## config.mk

```make
export PLATFORM = sky130hd
export DESIGN_NAME = data_axi_lite_bridge
export DESIGN_NICKNAME = d
export VERILOG_FILES = /design/src/rtl/data_axi_lite_bridge_pkg.sv /design/src/rtl/data_axi_lite_bridge_lane_swap32.sv /design/src/rtl/data_axi_lite_bridge.sv
export SDC_FILE = /design/constraint.sdc
export NUM_CORES = 1
export LEC_CHECK = 0
export ABC_AREA = 1
export BUFFER_PORTS_ARGS = -buffer_cell sky130_fd_sc_hd__buf_2
export CAP_MARGIN = 20
export CELL_PAD_IN_SITES_DETAIL_PLACEMENT = 1
export CELL_PAD_IN_SITES_GLOBAL_PLACEMENT = 2
export CORE_MARGIN = 2
export CORE_UTILIZATION = 20
export DETAILED_ROUTE_END_ITERATION = 16
export PLACE_DENSITY = 0.79
export SLEW_MARGIN = 20
export SYNTH_ARGS = -nofsm -noshare
export SYNTH_HDL_FRONTEND = slang
export SYNTH_SLANG_ARGS = --single-unit
```

## constraint.sdc

```tcl
create_clock -name clk -period 1.5 [get_ports clk]
set_clock_uncertainty 0.2 [all_clocks]
set_input_delay 0.15 -clock clk [delete_from_list [all_inputs] [get_ports clk]]
set_output_delay 0.15 -clock clk [all_outputs]
set_load 0.02 [all_outputs]
```

## src/rtl/data_axi_lite_bridge_pkg.sv

```systemverilog
// Shared types and constants for the data-side AXI4-Lite bridge.
package data_axi_lite_bridge_pkg;

  typedef enum logic [2:0] {
    IDLE    = 3'd0,
    RD_ADDR = 3'd1,
    RD_DATA = 3'd2,
    WR_REQ  = 3'd3,
    WR_RESP = 3'd4,
    DONE    = 3'd5
  } state_t;

  localparam logic [1:0] AXI_RESP_OKAY = 2'b00;
  localparam logic [2:0] AXI_PROT_DATA = 3'b000;

endpackage

```

## src/rtl/data_axi_lite_bridge_lane_swap32.sv

```systemverilog
// Byte-lane converter between the core's big-endian lane order and AXI little-endian lanes.
module lane_swap32 #(
  parameter bit LANE_SWAP = 1'b1
) (
  input  logic [3:0]  sel,
  input  logic [31:0] data,
  output logic [3:0]  sel_swapped,
  output logic [31:0] data_swapped
);

  generate
    if (LANE_SWAP) begin : g_swap
      for (genvar k = 0; k < 4; k++) begin : g_lane
        assign sel_swapped[k]         = sel[3-k];
        assign data_swapped[8*k +: 8] = data[8*(3-k) +: 8];
      end
    end else begin : g_pass
      assign sel_swapped  = sel;
      assign data_swapped = data;
    end
  endgenerate

endmodule

```

## src/rtl/data_axi_lite_bridge.sv

```systemverilog
// MEM-stage data master: one AXI4-Lite read or write per request, stalling the pipeline until done.
module data_axi_lite_bridge
  import data_axi_lite_bridge_pkg::*;
#(
  parameter int ADDR_W    = 32,
  parameter int DATA_W    = 32,
  parameter bit LANE_SWAP = 1'b1
) (
  input  logic              clk,
  input  logic              rst,
  input  logic              mem_ce_i,
  input  logic              mem_we_i,
  input  logic [ADDR_W-1:0] mem_addr_i,
  input  logic [3:0]        mem_sel_i,
  input  logic [DATA_W-1:0] mem_write_data_i,
  input  logic              flush_i,
  output logic [DATA_W-1:0] mem_read_data_o,
  output logic              stall_req_o,
  output logic              bus_err_o,
  output logic [ADDR_W-1:0] m_awaddr,
  output logic [2:0]        m_awprot,
  output logic              m_awvalid,
  input  logic              m_awready,
  output logic [DATA_W-1:0] m_wdata,
  output logic [3:0]        m_wstrb,
  output logic              m_wvalid,
  input  logic              m_wready,
  input  logic [1:0]        m_bresp,
  input  logic              m_bvalid,
  output logic              m_bready,
  output logic [ADDR_W-1:0] m_araddr,
  output logic [2:0]        m_arprot,
  output logic              m_arvalid,
  input  logic              m_arready,
  input  logic [DATA_W-1:0] m_rdata,
  input  logic [1:0]        m_rresp,
  input  logic              m_rvalid,
  output logic              m_rready
);

  state_t            state_q, state_d;
  logic [ADDR_W-1:0] addr_q;
  logic [DATA_W-1:0] wdata_q, rdata_q;
  logic [3:0]        wstrb_q;
  logic              aw_pend_q, w_pend_q, drop_q;
  logic [1:0]        resp_q;
  logic              accept, r_take;

  logic [3:0]        wr_sel_sw, rd_sel_unused;
  logic [DATA_W-1:0] wr_data_sw, rd_data_sw;

  lane_swap32 #(.LANE_SWAP(LANE_SWAP)) u_wr_swap (
    .sel(mem_sel_i), .data(mem_write_data_i),
    .sel_swapped(wr_sel_sw), .data_swapped(wr_data_sw)
  );

  lane_swap32 #(.LANE_SWAP(LANE_SWAP)) u_rd_swap (
    .sel(4'b0000), .data(m_rdata),
    .sel_swapped(rd_sel_unused), .data_swapped(rd_data_sw)
  );

  assign accept = (state_q == IDLE) && mem_ce_i && !flush_i;

  // NOTE: every output and next-state term gets a default before the case, so no path leaves one unassigned (no latch).
  always_comb begin
    state_d     = state_q;
    stall_req_o = 1'b0;
    bus_err_o   = 1'b0;
    m_arvalid   = 1'b0;
    m_rready    = 1'b0;
    m_bready    = 1'b0;
    r_take      = 1'b0;
    case (state_q)
      IDLE: begin
        stall_req_o = accept;
        if (accept) begin
          if (!mem_we_i)             state_d = RD_ADDR;
          else if (mem_sel_i == '0)  state_d = DONE;
          else                       state_d = WR_REQ;
        end
      end
      RD_ADDR: begin
        stall_req_o = 1'b1;
        m_arvalid   = 1'b1;
        m_rready    = 1'b1;
        if (m_arready) begin
          r_take  = m_rvalid;
          state_d = m_rvalid ? DONE : RD_DATA;
        end
      end
      RD_DATA: begin
        stall_req_o = 1'b1;
        m_rready    = 1'b1;
        if (m_rvalid) begin
          r_take  = 1'b1;
          state_d = DONE;
        end
      end
      WR_REQ: begin
        stall_req_o = 1'b1;
        m_bready    = 1'b1;
        if ((!aw_pend_q || m_awready) && (!w_pend_q || m_wready)) state_d = WR_RESP;
      end
      WR_RESP: begin
        stall_req_o = 1'b1;
        m_bready    = 1'b1;
        if (m_bvalid) state_d = DONE;
      end
      DONE: begin
        // A flushed request still completes on the bus, but its error must not reach the pipeline.
        bus_err_o = (resp_q != AXI_RESP_OKAY) && !drop_q;
        state_d   = IDLE;
      end
      default: state_d = IDLE;
    endcase
  end

  // NOTE: sequential state uses non-blocking assignments so every register samples pre-edge values.
  always_ff @(posedge clk) begin
    if (rst) begin
      // NOTE: the latched request registers are reset too, because they drive AXI outputs directly.
      state_q   <= IDLE;
      addr_q    <= '0;
      wdata_q   <= '0;
      wstrb_q   <= '0;
      rdata_q   <= '0;
      aw_pend_q <= 1'b0;
      w_pend_q  <= 1'b0;
      drop_q    <= 1'b0;
      resp_q    <= AXI_RESP_OKAY;
    end else begin
      state_q <= state_d;

      if (state_q == IDLE) drop_q <= 1'b0;
      else if (flush_i)    drop_q <= 1'b1;

      if (accept) begin
        addr_q    <= mem_addr_i & ~ADDR_W'(3);
        wdata_q   <= wr_data_sw;
        wstrb_q   <= wr_sel_sw;
        resp_q    <= AXI_RESP_OKAY;
        aw_pend_q <= mem_we_i && (mem_sel_i != '0);
        w_pend_q  <= mem_we_i && (mem_sel_i != '0);
      end else if (state_q == WR_REQ) begin
        if (m_awready) aw_pend_q <= 1'b0;
        if (m_wready)  w_pend_q  <= 1'b0;
      end

      if (r_take) begin
        rdata_q <= rd_data_sw;
        resp_q  <= m_rresp;
      end
      if (state_q == WR_RESP && m_bvalid) resp_q <= m_bresp;
    end
  end

  assign m_awaddr        = addr_q;
  assign m_araddr        = addr_q;
  assign m_awprot        = AXI_PROT_DATA;
  assign m_arprot        = AXI_PROT_DATA;
  assign m_awvalid       = aw_pend_q;
  assign m_wvalid        = w_pend_q;
  assign m_wdata         = wdata_q;
  assign m_wstrb         = wstrb_q;
  assign mem_read_data_o = rdata_q;

endmodule
```

# Yosys cells after proc, flatten, opt, wreduce, memory -nomap -nowiden
# Cells that the tools add are included.
word_totals:
  reg_bits: 106
  inputBits: 114
  out_inout_bits: 145
  elab_cells: 72
classes:
  n_eq_ne: 10
  n_mux: 26
  reduce_logical: 27
ops:
  columns: ["operator", "count"]
  rows:
  - ["$mux W3", 8]
  - ["$pmux W3 S5", 1]
  - ["$mux W1", 12]
  - ["$ne A2 B2 Y1 const B", 5]
  - ["$reduce_bool A2 Y1", 4]
  - ["$eq A3 B2 Y1 const B", 2]
  - ["$eq A3 B3 Y1 const B", 2]
  - ["$logic_and A1 B1 Y1", 6]
  - ["$mux W2", 3]
  - ["$reduce_or A2 Y1", 3]
  - ["$reduce_and A5 Y1", 1]
  - ["$logic_not A1 Y1", 4]
  - ["$logic_not A4 Y1", 1]
  - ["$pmux W1 S2", 2]
  - ["$reduce_and A2 Y1", 2]
  - ["$reduce_bool A4 Y1", 1]
  - ["$reduce_or A4 Y1", 1]
  - ["$eq A3 B1 Y1 const B", 1]
  - ["$logic_not A3 Y1", 1]
  - ["$reduce_bool A3 Y1", 1]
  - ["$logic_or A1 B1 Y1", 2]

# Logic depth before layout (Yosys ltp)
# Gate-level depths: netlist of the first run.
depth:
  depth_word: 6
  ltp_mapped: 9
  ltp_nobuf: 9

# Modules after synthesis
# Synthesis of the first run repeated with hierarchy kept, for this count alone.
unflattened:
  cells_unflattened: 642
  area_unflattened_um2: 4824.6
modules_own_cells:
  columns: ["module", "instances", "cells_each", "area_per_inst_um2", "seq_area_each_um2"]
  rows:
  - ["data_axi_lite_bridge", 1, 570, 4284.1, 2122.0]
  - ["lane_swap32", 2, 36, 270.3, 0.0]

# Worst setup path after synthesis of the first run
# Ideal clock, no wire load.
synth_timing:
  path_kind: "reg-to-reg"
  startpoint: "reg state_q[0]"
  endpoint: "reg rdata_q[10] (netlist: mem_read_data_o[10])"
  setup_time_ns: 0.143
  arrival_time_ns: 1.286
  required_ns: 1.157
  setup_slack_ns: -0.130
  stages_incl_launch_ff: 9
  n_path_buf: 1
  period_less_slack_ns: 1.630
  cell_sequence: "dfxtp_1 > nand2_4 > nor2_4 > nand3_2 > nand2_4 > inv_2 > buf_6 > nand2_1 > a21oi_2"
synth_via:
  elab_chain_cells: 2
  elab_cells_between_ends: 3
  classes_between: "eq/ne (2); mux (1)"
synth_lines:
  columns: ["element", "line", "text"]
  rows:
  - ["from (decl)", "data_axi_lite_bridge.sv:41", "state_t state_q, state_d;"]
  - ["from (signal assigned)", "data_axi_lite_bridge.sv:132", "state_q <= state_d;"]
  - ["$eq A3 B2 Y1 or $eq A3 B1 Y1 (tied branches)", "data_axi_lite_bridge.sv:73", "case (state_q)"]
  - ["$pmux W1 S2 (*)", "data_axi_lite_bridge.sv:73", null]
  - ["to (signal assigned)", "data_axi_lite_bridge.sv:150", "rdata_q <= rd_data_sw;"]
  - ["to (decl)", "data_axi_lite_bridge.sv:43", "logic [DATA_W-1:0] wdata_q, rdata_q;"]
# Mark *: on every way between the ends. The rest lies on a longest branch, timed or not.
# A chain may end at the register's enable or synchronous reset.

# Final worst setup path of the first run
layout_timing:
  startpoint: "reg state_q[1]"
  endpoint: "reg rdata_q[14] (netlist: mem_read_data_o[14])"
# The elaborated chain is that of the path after synthesis.

==> flow_summary.yaml, run 1 <==
cells_and_area:
  final_cell_area_sq_um: 8210
  fillers: 2485
  utilization_pct: 38.8
  multi_input_comb_area_sq_um: 2100
  regArea_sq_um: 2130
  syn_to_final_growth_pct: 88.8
  layout-drive-gt1-share_pct: 48.2
  fin_cells: 1204
  final_nets: 1037
synthesis:
  synth_area_leader_cell: "dfxtp_1"
  ys_seq_area_share_pct: 48.8
  synth_top_cells_by_area: "dfxtp_1, nor2_1, nand2_1"
  syn_area_sq_um: 4350
  yosysTopAreaCellShare_pct: 48.8
  ys_types: 25
  synthTopCellsByCount: "nor2_1, dfxtp_1, nand2_1, o21ai_0, buf_4"
  synth-seq-cells: 106
  syn_inst: 562
  ys_warn_count: 0
  synth-main-ff-cell: "dfxtp_1"
  synth_edf_count: 0
  avgSynthCellArea_sq_um: 7.74
  async_flop_share_pct: 0
  yosysMostFrequentCell: "nor2_1"
die:
  pin_count: 259
  start_util_pct: 20.6
  fp-row-count: 53
  chipWidth_um: 151
  die_area_sq_um: 22900
  die_h_um: 151
  coreArea_sq_um: 21200
sta:
  holdWs_ns: 0.150
  relSlewSlack_pct: 62.1
  slew_violations: 0
  worstMarginPinSlew_ns: 0.568
  finalCritPeriodShare_pct: 114
  fin_crit_ns: 1.71
  hold_violations: 0
  grt_setup_unrepaired: "true"
  layout_setup_ws_ns: -0.212
  max_freq_ghz: 0.584
  tns_ns: -9.27
  setup_viol: 109
clock_tree:
  clock-sinks: 106
  cts_max_level: 3
  cts_inserted_buffers: 9
  clk_pin_slew_ns: 0.08
  clock_latency_ns: 0.35
  cts_root_buffer: "clkbuf_16"
  clk_path_buf_depth: 2
  cts_tree: "built"
route:
  first_iter_violations: 108
  final_antenna_net_count: 0
  viasPerCell: 4.16
  firstDrtPassIters: 4
  routedWlPerCell_um: 15.5
  vias: 5003
  routed_wl_mm: 18.6
  drc: 0
placed_design:
  place_ws_ns: -0.178
  portBuffers: 246
  placed_cells: 1049
  hpwl_mm: 11.0
  gp_congestion: 0.717
  placed_area_sq_um: 5750
worst_setup_path:
  end_kind: "flip-flop"
  worstPathArrival_ns: 1.72
  cp.required_ns: 1.51
  path_class: "reg -> reg"
  cp-start-kind: "flip-flop"
  cp_max_fo: 10
grt:
  first_global_vias: 4938
  grt_max_degree: 41
  overflow: 0
  antenna_found_initial: 1
  grt_pass1_wl_mm: 25.8
  grt_usage_pct: 14.4
run_status:
  violations: "setup timing"
  outcome: "complete, but fails checks"
flow_run:
  drv_cap: 0
pwr:
  ir_drop_mv: 0.826
  powerDensity_nw_per_um2: 1660
  p_leak_nw: 3.82
  p_total_mw: 13.6
min_path:
  worstHoldPathType: "in -> reg"
sequential cells by signal, indices dropped and copies added, names as in the netlist:
signal / count
m_awvalid: 1
state_q: 3
drop_q: 1
resp_q: 2
mem_read_data_o: 32
m_wvalid: 1
m_araddr: 30
m_wstrb: 4
m_wdata: 32
repair_timing:
action,4_1_cts,5_1_grt
gates cloned,5,9
setup endpoints to repair,110,110
gates resized for setup,53,170
hold buffers,108,0
pin swaps,7,28
endpoints found under the hold margin,104,0
setup buffers,8,11
power by group:
group          leakage, nW  switching, mW  internal (mW)
clock network        0.156           1.19           1.42
registers            0.869          0.515           3.54
logic                 2.79           3.88           3.07
logic make-up (layout without fill, tap and decap cells):
logic type             after synthesis  count (layout)  synth area share, %
AND/OR/NAND/NOR                    259             259                 24.0
other                                1              11               0.0862
flip-flops                         106             106                 48.8
AO/OA/AOI/OAI                      109             109                 14.0
buffers and inverters               87             444                 13.1
layer usage:
layer	up-vias	global-route usage, %	routed length, um
met2	193	26.8	9630
li1	2460	-	-
met5	-	0	0
met4	0	2.52	195
met1	2337	15.9	7340
met3	13	5.00	1460
placed cells by master, fill, tap and decap left out, types with 2 or more instances in the layout:
master,instances
nand2_1,71
a21oi_2,23
buf_6,19
o21ai_1,27
nor2_4,9
inv_1,8
inv_8,3
conb_1,10
inv_2,4
buf_12,8
clkbuf_8,2
nand2_4,5
buf_4,20
nand2_2,20
dfxtp_1,103
nor2_2,9
o21ai_4,3
dfxtp_4,3
o21ai_0,2
buf_2,241
nand3_2,5
o211ai_1,2
nand3_1,4
nand3_4,2
dlygate4sd3_1,107
buf_8,4
nor2_1,129
clkbuf_16,15
o21ai_2,36
a21oi_1,15
buf_16,5
critical path: stages, from the launching register on:
cell and delay (ns):
dfxtp_4 0.38, buf_4 0.16, nor2_4 0.15, nand3_4 0.11
nand2_8 0.12, inv_8 0.05, bufbuf_16 0.27, nand2_1 0.06
a21oi_1 0.07
layout make-up:
class                           instances  share of cell area, %
Inverter                               15                   1.13
Tap cell                              275                   4.19
Antenna cell                            1                 0.0305
Timing Repair Buffer                  412                   38.9
Sequential cell                       106                   26.0
Clock inverter                          5                  0.838
Timing Repair inverter                  1                  0.198
Multi-Input combinational cell        378                   25.6
Clock buffer                           11                   3.08
worst paths after layout:
| path | from | slack (ns) | depth (start not counted) | to |
|---|---|---|---|---|
| worst max-delay path | state_q[1] | -0.21 | 8 | mem_read_data_o[14] |
| worst min register to register | mem_read_data_o[2] | 0.26 | 2 | mem_read_data_o[2] |
| worst min-delay path | m_rvalid | 0.15 | 6 | state_q[1] |
| worst max register to register | state_q[1] | -0.21 | 8 | mem_read_data_o[14] |
(Power assumes the default switching activity.)
==> inputs of run 2 (changes only) <==
--- a/config.mk
+++ b/config.mk
@@ -11,9 +11,9 @@
 export CELL_PAD_IN_SITES_DETAIL_PLACEMENT = 1
 export CELL_PAD_IN_SITES_GLOBAL_PLACEMENT = 2
 export CORE_MARGIN = 2
-export CORE_UTILIZATION = 20
+export CORE_UTILIZATION = 24
 export DETAILED_ROUTE_END_ITERATION = 16
-export PLACE_DENSITY = 0.79
+export PLACE_DENSITY = 0.88
 export SLEW_MARGIN = 20
 export SYNTH_ARGS = -nofsm -noshare
 export SYNTH_HDL_FRONTEND = slang
==> constraint.sdc (replaced) <==
create_clock -name clk -period 1.99 [get_ports clk]
set_clock_uncertainty 0.2 [all_clocks]
set_input_delay 0.199 -clock clk [delete_from_list [all_inputs] [get_ports clk]]
set_output_delay 0.199 -clock clk [all_outputs]
set_load 0.02 [all_outputs]
==> run 2 against run 1 <==
Largest cell class unchanged. Critical path type is now reg -> out. Critical endpoint is now stall_req_o. Core utilization decreased by 0.19 points. The run now ends clean. Sequential power decreased by 26%. Worst setup slack improved by 0.32 ns. Combinational power decreased by 47%. Via count decreased by 5.2%.
==> flow_summary.yaml, run 2 (synthesized netlist as in run 1, its figures left out) <==
run_status:
  outcome: "complete, no violations"
cells_and_area:
  syn_to_final_growth_pct: 58.4
  fin_cells: 1108
  final_nets: 988
  layout-drive-gt1-share_pct: 34.7
  utilization_pct: 38.6
  final_cell_area_sq_um: 6890
  diodes: 0
  layout_commonest_cell: "buf_2"
  final_cell_mix: "buf_2, nor2_1, dlygate4sd3_1"
clock_tree:
  cts_root_buffer: "clkbuf_16"
  clock-sinks: 106
  cts_tree: "built"
  cts_inserted_buffers: 9
  clk_path_buf_depth: 2
  clock_latency_ns: 0.35
  clk_pin_slew_ns: 0.07
  cts_max_level: 3
worst_setup_path:
  path_class: "reg -> out"
  worstPathArrival_ns: 1.48
  cp_max_fo: 18
  end_kind: "output port"
  cp-start-kind: "flip-flop"
  cp.required_ns: 1.59
grt:
  grt_max_degree: 38
  overflow: 0
  grt_pass1_wl_mm: 25.2
  grt_usage_pct: 16.1
  antenna_found_initial: 0
  first_global_vias: 4922
placed_design:
  placed_area_sq_um: 5510
  placed_cells: 984
  hpwl_mm: 10.5
  gp_congestion: 0.760
  portBuffers: 246
sta:
  grt_setup_unrepaired: "false"
  finalCritPeriodShare_pct: 94.6
  hold_violations: 0
  relSlewSlack_pct: 65.6
  slew_violations: 0
  max_freq_ghz: 0.531
  worstMarginPinSlew_ns: 0.516
  fin_crit_ns: 1.88
  tns_ns: 0
  setup_viol: 0
route:
  routed_wl_mm: 16.0
  drc: 0
  final_antenna_net_count: 0
  routedWlPerCell_um: 14.4
  first_iter_violations: 85
  viasPerCell: 4.28
  firstDrtPassIters: 4
  vias: 4744
die:
  start_util_pct: 24.4
  chipWidth_um: 139
  die_area_sq_um: 19200
  die_h_um: 139
  pin_count: 259
  coreArea_sq_um: 17800
  fp-row-count: 49
pwr:
  ir_drop_mv: 0.450
  p_leak_nw: 3.30
  p_total_mw: 8.38
  powerDensity_nw_per_um2: 1220
min_path:
  worstHoldPathType: "in -> reg"
flow_run:
  drv_cap: 0
## run 2: changes by cell type in the layout (fill, tap and decap cells not counted), moves of 17 or more
cell / change
nand2_2: -20
o21ai_1: -17
buf_6: -19
o21ai_0: +56
o21ai_2: -36
nand2_1: +24
## run 2: power by group
| part | switching (mW) | internal [mW] | total (mW) | leakage [nW] |
|---|---|---|---|---|
| Clock | 0.830 | 0.848 | 1.68 | 0.129 |
| Combinational | 2.34 | 1.35 | 3.70 | 2.30 |
| Sequential | 0.345 | 2.66 | 3.00 | 0.869 |
| Total | 3.52 | 4.86 | 8.38 | 3.30 |
## run 2: timing repair
item                       4_1_cts  5_1_grt
pin swaps                        1        2
hold buffers                   104        0
setup endpoints to repair        2       34
buffers inserted                 1        2
gates resized for setup          3        7
cloned                           0        1
hold endpoints to repair       104        0
## run 2: metal layers
metal | routed length (um) | vias to the layer above | GRT usage [%]
met5 | 0 | - | 0
met4 | 268 | 0 | 5.69
met3 | 1250 | 17 | 4.73
met2 | 7830 | 191 | 29.0
met1 | 6600 | 2180 | 18.1
li1 | - | 2356 | -
## run 2: layout make-up
type                       count  area, sq um
clock buffer                  11          233
fill                        2241        11000
timing repair buffer         364         2450
tap                          229          287
clock inverter                 5         31.3
sequential                   106         2130
multi-input combinational    378         1700
inverter                      15         58.8
## run 2: critical path, cell delays in order, from the launching register on
cell,delay [ns]
dfxtp_4,0.38
nor3_4,0.24
nand3_4,0.12
buf_12,0.17
nand4_1,0.07
buf_4,0.14
## run 2: path summary, 6_finish.rpt
path,cells past startpoint,endpoint,start,slack [ns]
setup / recovery,5,stall_req_o,state_q[2],0.11
hold / removal,5,resp_q[0],m_bresp[0],0.008
setup reg to reg,7,m_wdata[16],state_q[2],0.24
hold reg to reg,2,mem_read_data_o[16],mem_read_data_o[16],0.27
## run 2: per-stage QoR
step	setup slack [ns]	hold WS (ns)
after global routing	0.0143	0.0582
after global placement	0.123	0.234
after floorplan	0.360	0.145
after CTS	0.0150	0.00107
final	0.107	0.00839
after detailed placement	0.0831	0.245
